===== config.mk =====
export PLATFORM = sky130hd
export DESIGN_NAME = muldiv_writeback_unit
export DESIGN_NICKNAME = d
export VERILOG_FILES = /design/src/rtl/muldiv_writeback_unit.sv
export SDC_FILE = /design/constraint.sdc
export NUM_CORES = 1
export LEC_CHECK = 0
export CAP_MARGIN = 20
export CORE_UTILIZATION = 30
export CTS_CLUSTER_DIAMETER = 50
export DETAILED_ROUTE_END_ITERATION = 16
export GPL_ROUTABILITY_DRIVEN = 0
export PLACE_DENSITY = 0.5
export SKIP_CTS_REPAIR_TIMING = 1
export SLEW_MARGIN = 10
export SYNTH_ARGS = -nofsm -noshare
export SYNTH_HDL_FRONTEND = slang
export SYNTH_SLANG_ARGS = --single-unit

===== constraint.sdc =====
create_clock -name clk -period 4.55 [get_ports clk]
set_input_delay 0.91 -clock clk [delete_from_list [all_inputs] [get_ports clk]]
set_output_delay 0.91 -clock clk [all_outputs]
set_load 0.01 [all_outputs]

===== src/rtl/muldiv_writeback_unit.sv =====
// Iterative unsigned MUL/MULHU/DIVU/REMU unit, one bit per cycle, with a one-cycle register-file
// write pulse. Define MULDIV_EARLY_OUT_EN to skip the iterations for zero operands / zero divisor.
module muldiv_writeback_unit #(
  parameter int unsigned WIDTH    = 32,
  parameter int unsigned REG_ADDR = 5
) (
  input  logic                clk,
  input  logic                reset,
  input  logic                start,
  input  logic [1:0]          op,
  input  logic [WIDTH-1:0]    srcA,
  input  logic [WIDTH-1:0]    srcB,
  input  logic [REG_ADDR-1:0] destReg,
  output logic                busy,
  output logic                done,
  output logic                regWrite,
  output logic [REG_ADDR-1:0] writeReg,
  output logic [WIDTH-1:0]    writeData
);

  localparam int unsigned CntW = (WIDTH > 1) ? $clog2(WIDTH) : 1;

  typedef enum logic [1:0] {StIdle, StRun, StWb} state_e;

  state_e              state_q, state_d;
  logic [CntW-1:0]     cnt_q, cnt_d;
  logic [1:0]          op_q, op_d;
  logic [REG_ADDR-1:0] dest_q, dest_d;
  // opb: multiplicand for MUL*, divisor for DIV*
  logic [WIDTH-1:0]    opb_q, opb_d;
  // hi/lo: product high/low for MUL*, remainder/quotient for DIV*
  logic [WIDTH-1:0]    hi_q, hi_d;
  logic [WIDTH-1:0]    lo_q, lo_d;
  logic                busy_q, busy_d;
  logic                done_q, done_d;
  logic                regwrite_q, regwrite_d;
  logic [REG_ADDR-1:0] wreg_q, wreg_d;
  logic [WIDTH-1:0]    wdata_q, wdata_d;

  logic [WIDTH:0]      sum;
  logic [WIDTH:0]      shifted;

  always_comb begin
    state_d    = state_q;
    cnt_d      = cnt_q;
    op_d       = op_q;
    dest_d     = dest_q;
    opb_d      = opb_q;
    hi_d       = hi_q;
    lo_d       = lo_q;
    done_d     = 1'b0;
    regwrite_d = 1'b0;
    wreg_d     = wreg_q;
    wdata_d    = wdata_q;

    sum     = {1'b0, hi_q} + (lo_q[0] ? {1'b0, opb_q} : '0);
    shifted = {hi_q, lo_q[WIDTH-1]};

    unique case (state_q)
      StIdle: begin
        if (start) begin
          op_d    = op;
          dest_d  = destReg;
          cnt_d   = CntW'(WIDTH - 1);
          state_d = StRun;
          hi_d    = '0;
          if (!op[1]) begin
            opb_d = srcA;
            lo_d  = srcB;
          end else begin
            opb_d = srcB;
            lo_d  = srcA;
          end
`ifdef MULDIV_EARLY_OUT_EN
          // Preload the final result so the WB path is shared with the iterative one.
          if (!op[1] && (srcA == '0 || srcB == '0)) begin
            hi_d    = '0;
            lo_d    = '0;
            state_d = StWb;
          end else if (op[1] && srcB == '0) begin
            hi_d    = srcA;
            lo_d    = '1;
            state_d = StWb;
          end
`endif
        end
      end
      StRun: begin
        if (!op_q[1]) begin
          hi_d = sum[WIDTH:1];
          lo_d = {sum[0], lo_q[WIDTH-1:1]};
        end else if (shifted >= {1'b0, opb_q}) begin
          hi_d = WIDTH'(shifted - {1'b0, opb_q});
          lo_d = {lo_q[WIDTH-2:0], 1'b1};
        end else begin
          hi_d = shifted[WIDTH-1:0];
          lo_d = {lo_q[WIDTH-2:0], 1'b0};
        end
        cnt_d = cnt_q - 1'b1;
        if (cnt_q == '0) begin
          state_d = StWb;
        end
      end
      StWb:    state_d = StIdle;
      default: state_d = StIdle;
    endcase

    // Outputs are registered on the edge entering WB so they line up with the WB cycle.
    if (state_d == StWb) begin
      done_d     = 1'b1;
      regwrite_d = (dest_d != '0);
      wreg_d     = dest_d;
      wdata_d    = op_d[0] ? hi_d : lo_d;
    end
    busy_d = (state_d != StIdle);
  end

  always_ff @(posedge clk or negedge reset) begin
    if (!reset) begin
      state_q    <= StIdle;
      cnt_q      <= '0;
      op_q       <= '0;
      dest_q     <= '0;
      opb_q      <= '0;
      hi_q       <= '0;
      lo_q       <= '0;
      busy_q     <= 1'b0;
      done_q     <= 1'b0;
      regwrite_q <= 1'b0;
      wreg_q     <= '0;
      wdata_q    <= '0;
    end else begin
      state_q    <= state_d;
      cnt_q      <= cnt_d;
      op_q       <= op_d;
      dest_q     <= dest_d;
      opb_q      <= opb_d;
      hi_q       <= hi_d;
      lo_q       <= lo_d;
      busy_q     <= busy_d;
      done_q     <= done_d;
      regwrite_q <= regwrite_d;
      wreg_q     <= wreg_d;
      wdata_q    <= wdata_d;
    end
  end

  assign busy      = busy_q;
  assign done      = done_q;
  assign regWrite  = regwrite_q;
  assign writeReg  = wreg_q;
  assign writeData = wdata_q;

endmodule


== Word level (Yosys, flattened, before mapping) ==
Cells that the tools add are included.
Storage, ports and cells
  register bits: 150
  bits of input ports: 74
  output and inout port bits: 40
  word-level logic and storage cells: 50
Cells by class
  add/sub/neg operators: 3
  $lt $le $gt $ge: 1
  equal/unequal tests: 3
  multiplexer cells: 23
  reductions and logical operators: 7
Operators with widths (count)
  $mux 32: 9
  $pmux 32 s2: 2
  $add 32x32->33: 1
  $ge 33x32->1: 1
  $sub 32x32->32: 1
  $mux 5: 3
  $pmux 5 s2: 1
  $logic_not 5->1: 1
  $mux 1: 5
  $reduce_bool 5->1: 1
  $sub 5x1->5 const B: 1
  $mux 2: 2
  $pmux 2 s2: 1
  $reduce_and 2->1: 2
  $reduce_bool 2->1: 2
  $eq 2x1->1 const B: 1
  $eq 2x2->1 const B: 1
  $logic_not 2->1: 1
  $ne 2x2->1 const B: 1

== Longest topological paths before layout ==
Gate-level depths: netlist (run 1).
  depth in word-level cells: 5
  depth in mapped cells: 15
  mapped depth without buffers: 13

== Worst setup path after synthesis (run 1) ==
No wires, ideal clock.
  path type: reg2reg
  start: reg lo_q[0]
  end: reg wdata_q[29] (netlist: writeData[29])
  setup time: 82 ps
  arrival time: 3004 ps
  data required time: 4468 ps
  slack: 1464 ps
  stages on the path, launching flop included: 15
  buffers on the path: 1
  clock period less this slack: 3086 ps
  cell sequence: dfrtp_1 > clkbuf_1 > and2_1 > ha_1 > inv_1 > fa_1 > nand2b_1 > a21oi_1 > o41a_1 > a41oi_1 > o31a_1 > nor4_1 > or3_1 > nand3_1 > a31oi_1
Between the ends
  word-level cells in the longest chain between the ends: 5
RTL lines
  from (decl): RTL line 33  | logic [WIDTH-1:0] lo_q, lo_d;
  from (signal assigned): RTL line 139  | lo_q <= lo_d;
  $mux 32: RTL line 56  | sum = {1'b0, hi_q} + (lo_q[0] ? {1'b0, opb_q} : '0);
  $add 32x32->33: RTL line 56
  $mux 32: RTL line 89  | if (!op_q[1]) begin
  $pmux 32 s2: RTL line 59  | unique case (state_q)
  $mux 32: RTL line 113  | wdata_d = op_d[0] ? hi_d : lo_d;
  to (signal assigned): RTL line 144  | wdata_q <= wdata_d;
  to (decl): RTL line 38  | logic [WIDTH-1:0] wdata_q, wdata_d;
No other way between the ends.
A chain may end at the register's enable or synchronous reset.

== Worst setup path in the final report (run 1) ==
  start: reg lo_q[0]
  end: reg wdata_q[24] (netlist: writeData[24])
Same word-level chain as after synthesis.

==> summary.md, run 1 <==
| Metric | Value |
|---|---|
| CTS sink cnt | `150` |
| Final period utilization | `0.932` |
| Slew Limit Fails | `0` |
| I/O Buffers | `113` |
| Post-synth EDFFs | `0` |
| Crit end category | `register` |
| Placed insts | `1945` |
| Crit-path max cell delay | `850 ps` |
| Post-Layout Cell Count | `1976` |
| Finish-stage setup viols | `0` |
| Fmax | `236 MHz` |
| Crit-path most repeated cell | `o21ai_0` |
| Largest fanout on the critical path | `20` |
| Initial Util | `0.304` |
| Avg Inst Size Synth | `8.55 um2` |
| Buf+Inv Stages, Crit Path | `1` |
| Cells after synthesis | `1375` |
| Core area | `38600 um2` |
| RSZ-0062 raised after global routing | `no` |
| Slew at the pin closest to its max-slew limit | `1080 ps` |
| Vias | `11000` |
| Sequential share of the synthesized area | `0.319` |
| FP Rows | `72` |
| CTS buffer count | `17` |
| Ys async rst share | `1.00` |
| I/O pin total | `114` |
| Initial drt markers | `926` |
| Die Span Y | `200 um` |
| Slew headroom | `0.280` |
| Crit path time final | `4240 ps` |
| Largest net degree at the start of global routing | `91` |
| First-pass GRT wire length | `66800 um` |
| CTS Root Cell | `clkbuf_16` |
| Grt ovf | `0` |
| Routed WL | `43900 um` |
| Ant diodes | `0` |
| Synthesized area | `11800 um2` |
| Hold Slack | `485 ps` |
| Die width | `200 um` |
| Max Cap Violations | `0` |
| Worst hold path type | `register to register` |
| Hold Vio Cnt, Final | `0` |
| Most used DFF post-synth | `dfrtp_1` |
| Ys Warns | `0` |
| Nets | `1587` |
| Util after Layout | `0.361` |
| Residual DRC count | `0` |
| Area delta synth->final | `18.6%` |
| CTS tree | `yes` |
| CP arrival | `4500 ps` |
| Initial antenna violation count | `0` |
| Setup TNS | `0 ps` |
| Vias in the first global route | `10800` |
| Worst path top cell family by delay | `compound AO/OA/AOI/OAI gates` |
| Final Skew | `11.6 ps` |
| Worst-path clk slew | `70 ps` |
| Syn Nets | `1516` |
| Critical path required time | `4810 ps` |
| Setup CP Type | `register to register` |
| HPWL Detailed | `33600 um` |
| Startpoint types | `register` |
| Layout cells sized above 1 | `0.0638` |
| Die area | `40000 um2` |
| Maximum clock path buffer count | `2` |
| Drt first pass iters | `7` |
| Crit-path slowest cell | `a2111oi_0` |
| Count of different cell masters after synthesis | `80` |
| CP Cell Sequence | `buf_4 -> and2_1 -> ha_1 -> a21oi_1 -> o21ai_0 -> a311oi_1 -> nand3_1 -> o21ai_0 -> xor2_1 -> nor2_1 -> a2111oi_0 -> o21ai_0` |
| GRT Overall Usage | `0.224` |
| DR vias/cell | `5.59` |
| Yosys reg bits | `150` |
| Routed Antenna Nets | `0` |
| Clk Latency, worst-skew pair | `440 ps` |
| Status | `completed` |
| WL/cell | `22.2 um` |
| H-tree Lvls | `4` |
[area by class of cell]
| cell class | instances | area, um2 |
|---|---|---|
| well taps | 518 | 648 |
| multi-input cells | 1076 | 7380 |
| flip-flops and latches | 150 | 3750 |
| clock buffers | 24 | 492 |
| repair buffers | 141 | 1350 |
| clock inverters | 7 | 95.1 |
| inverters | 60 | 225 |
| fillers | 3971 | 24700 |
[cells in the final DEF (no fill, tap or decap), types with 8 or more instances in the layout]
cell / count
a211oi_1: 19
a21o_1: 31
a21oi_1: 87
a22oi_1: 43
a31oi_1: 15
and2_1: 37
and3_1: 11
buf_4: 28
clkbuf_16: 17
clkdlybuf4s50_1: 111
dfrtp_1: 149
ha_1: 65
inv_1: 58
mux2i_1: 104
nand2_1: 155
nand3_1: 33
nand4_1: 16
nor2_1: 71
nor2b_1: 9
nor3_1: 21
nor4_1: 8
o211ai_1: 19
o21a_1: 16
o21ai_0: 95
o21ai_1: 8
o21bai_1: 11
o22a_1: 31
o22ai_1: 12
xnor2_1: 21
xor2_1: 22
[flip-flops by register name, summed over array words and instances (netlist names), 5 cells and up]
register	cells
opb_q	32
writeData	32
dest_q	5
hi_q	32
writeReg	5
cnt_q	5
lo_q	32
[stage by stage]
| stage | setup WS (ps) | instance area [um2] |
|---|---|---|
| after global placement | 430 | 13300 |
| final | 311 | 13900 |
| after CTS | 366 | 13900 |
| after floorplan | 1460 | 11800 |
| after global routing | 53.7 | 13900 |
| after detailed placement | 428 | 13400 |
[final timing paths]
path	to	cells past startpoint	start	slack, ps
setup / recovery	writeData[24]$_DFFE_PN0P_	12	lo_q[0]$_DFF_PN0_	310
hold / removal	writeReg[4]$_DFFE_PN0P_	2	writeReg[4]$_DFFE_PN0P_	480
setup reg to reg	writeData[24]$_DFFE_PN0P_	12	lo_q[0]$_DFF_PN0_	310
hold reg to reg	writeReg[4]$_DFFE_PN0P_	2	writeReg[4]$_DFFE_PN0P_	480
max in group asynchronous	lo_q[9]$_DFF_PN0_	2	reset	3090
min in group asynchronous	writeData[25]$_DFFE_PN0P_	1	reset	570
[synth_stat cells (10+ instances only)]
library cell  count  area, um2
nand2_1         155        582
dfrtp_1         150       3750
mux2i_1         104       1040
o21ai_0          95        475
a21oi_1          87        435
nor2_1           71        267
ha_1             65        813
inv_1            58        218
clkbuf_1         55        206
a22oi_1          43        323
and2_1           37        231
nand3_1          33        165
a21o_1           31        233
o22a_1           31        272
xor2_1           22        193
nor3_1           21        105
xnor2_1          21        184
a211oi_1         19        143
o211ai_1         19        143
buf_2            16       80.1
nand4_1          16        100
o21a_1           16        120
a31oi_1          15       93.8
o22ai_1          12       75.1
and3_1           11       68.8
o21bai_1         11       82.6
nor2b_1          10       62.6
[metal layers]
layer / global-route usage / part of all wire / up-vias
met1: 0.314 / 0.47 / 5417
met3: 0.0400 / 0.061 / 49
met4: 0.0670 / 0.021 / 0
met5: 0 / 0 / -
met2: 0.349 / 0.45 / 366
li1: - / - / 5215
[kinds of logic after synthesis]
logic type | share of synthesized area
compound gates | 0.269
simple gates | 0.161
flops | 0.319
buf+inv | 0.0537
mux | 0.0926
fa+ha+maj | 0.0726
xor+xnor | 0.0320
[tightest hold or removal path, delay by kind of cell, from the launching register on]
kind          cells  cell delay (ps)
flops             1              350
simple gates      2              110
Power of run 1 is left out: the tool's default activity adds up to more than one toggle a clock period on the data nets, which glitch-free logic cannot reach.
==> run 2, diff against run 1 <==
--- a/config.mk
+++ b/config.mk
@@ -8,6 +8,7 @@
 export CAP_MARGIN = 20
 export CORE_UTILIZATION = 30
 export CTS_CLUSTER_DIAMETER = 50
+export CTS_CLUSTER_SIZE = 10
 export DETAILED_ROUTE_END_ITERATION = 16
 export GPL_ROUTABILITY_DRIVEN = 0
 export PLACE_DENSITY = 0.5
==> results of run 2 <==
Same layout as run 1: the final DEF is identical, and so are final timing and power.
Power of run 2 is left out for the same reason.
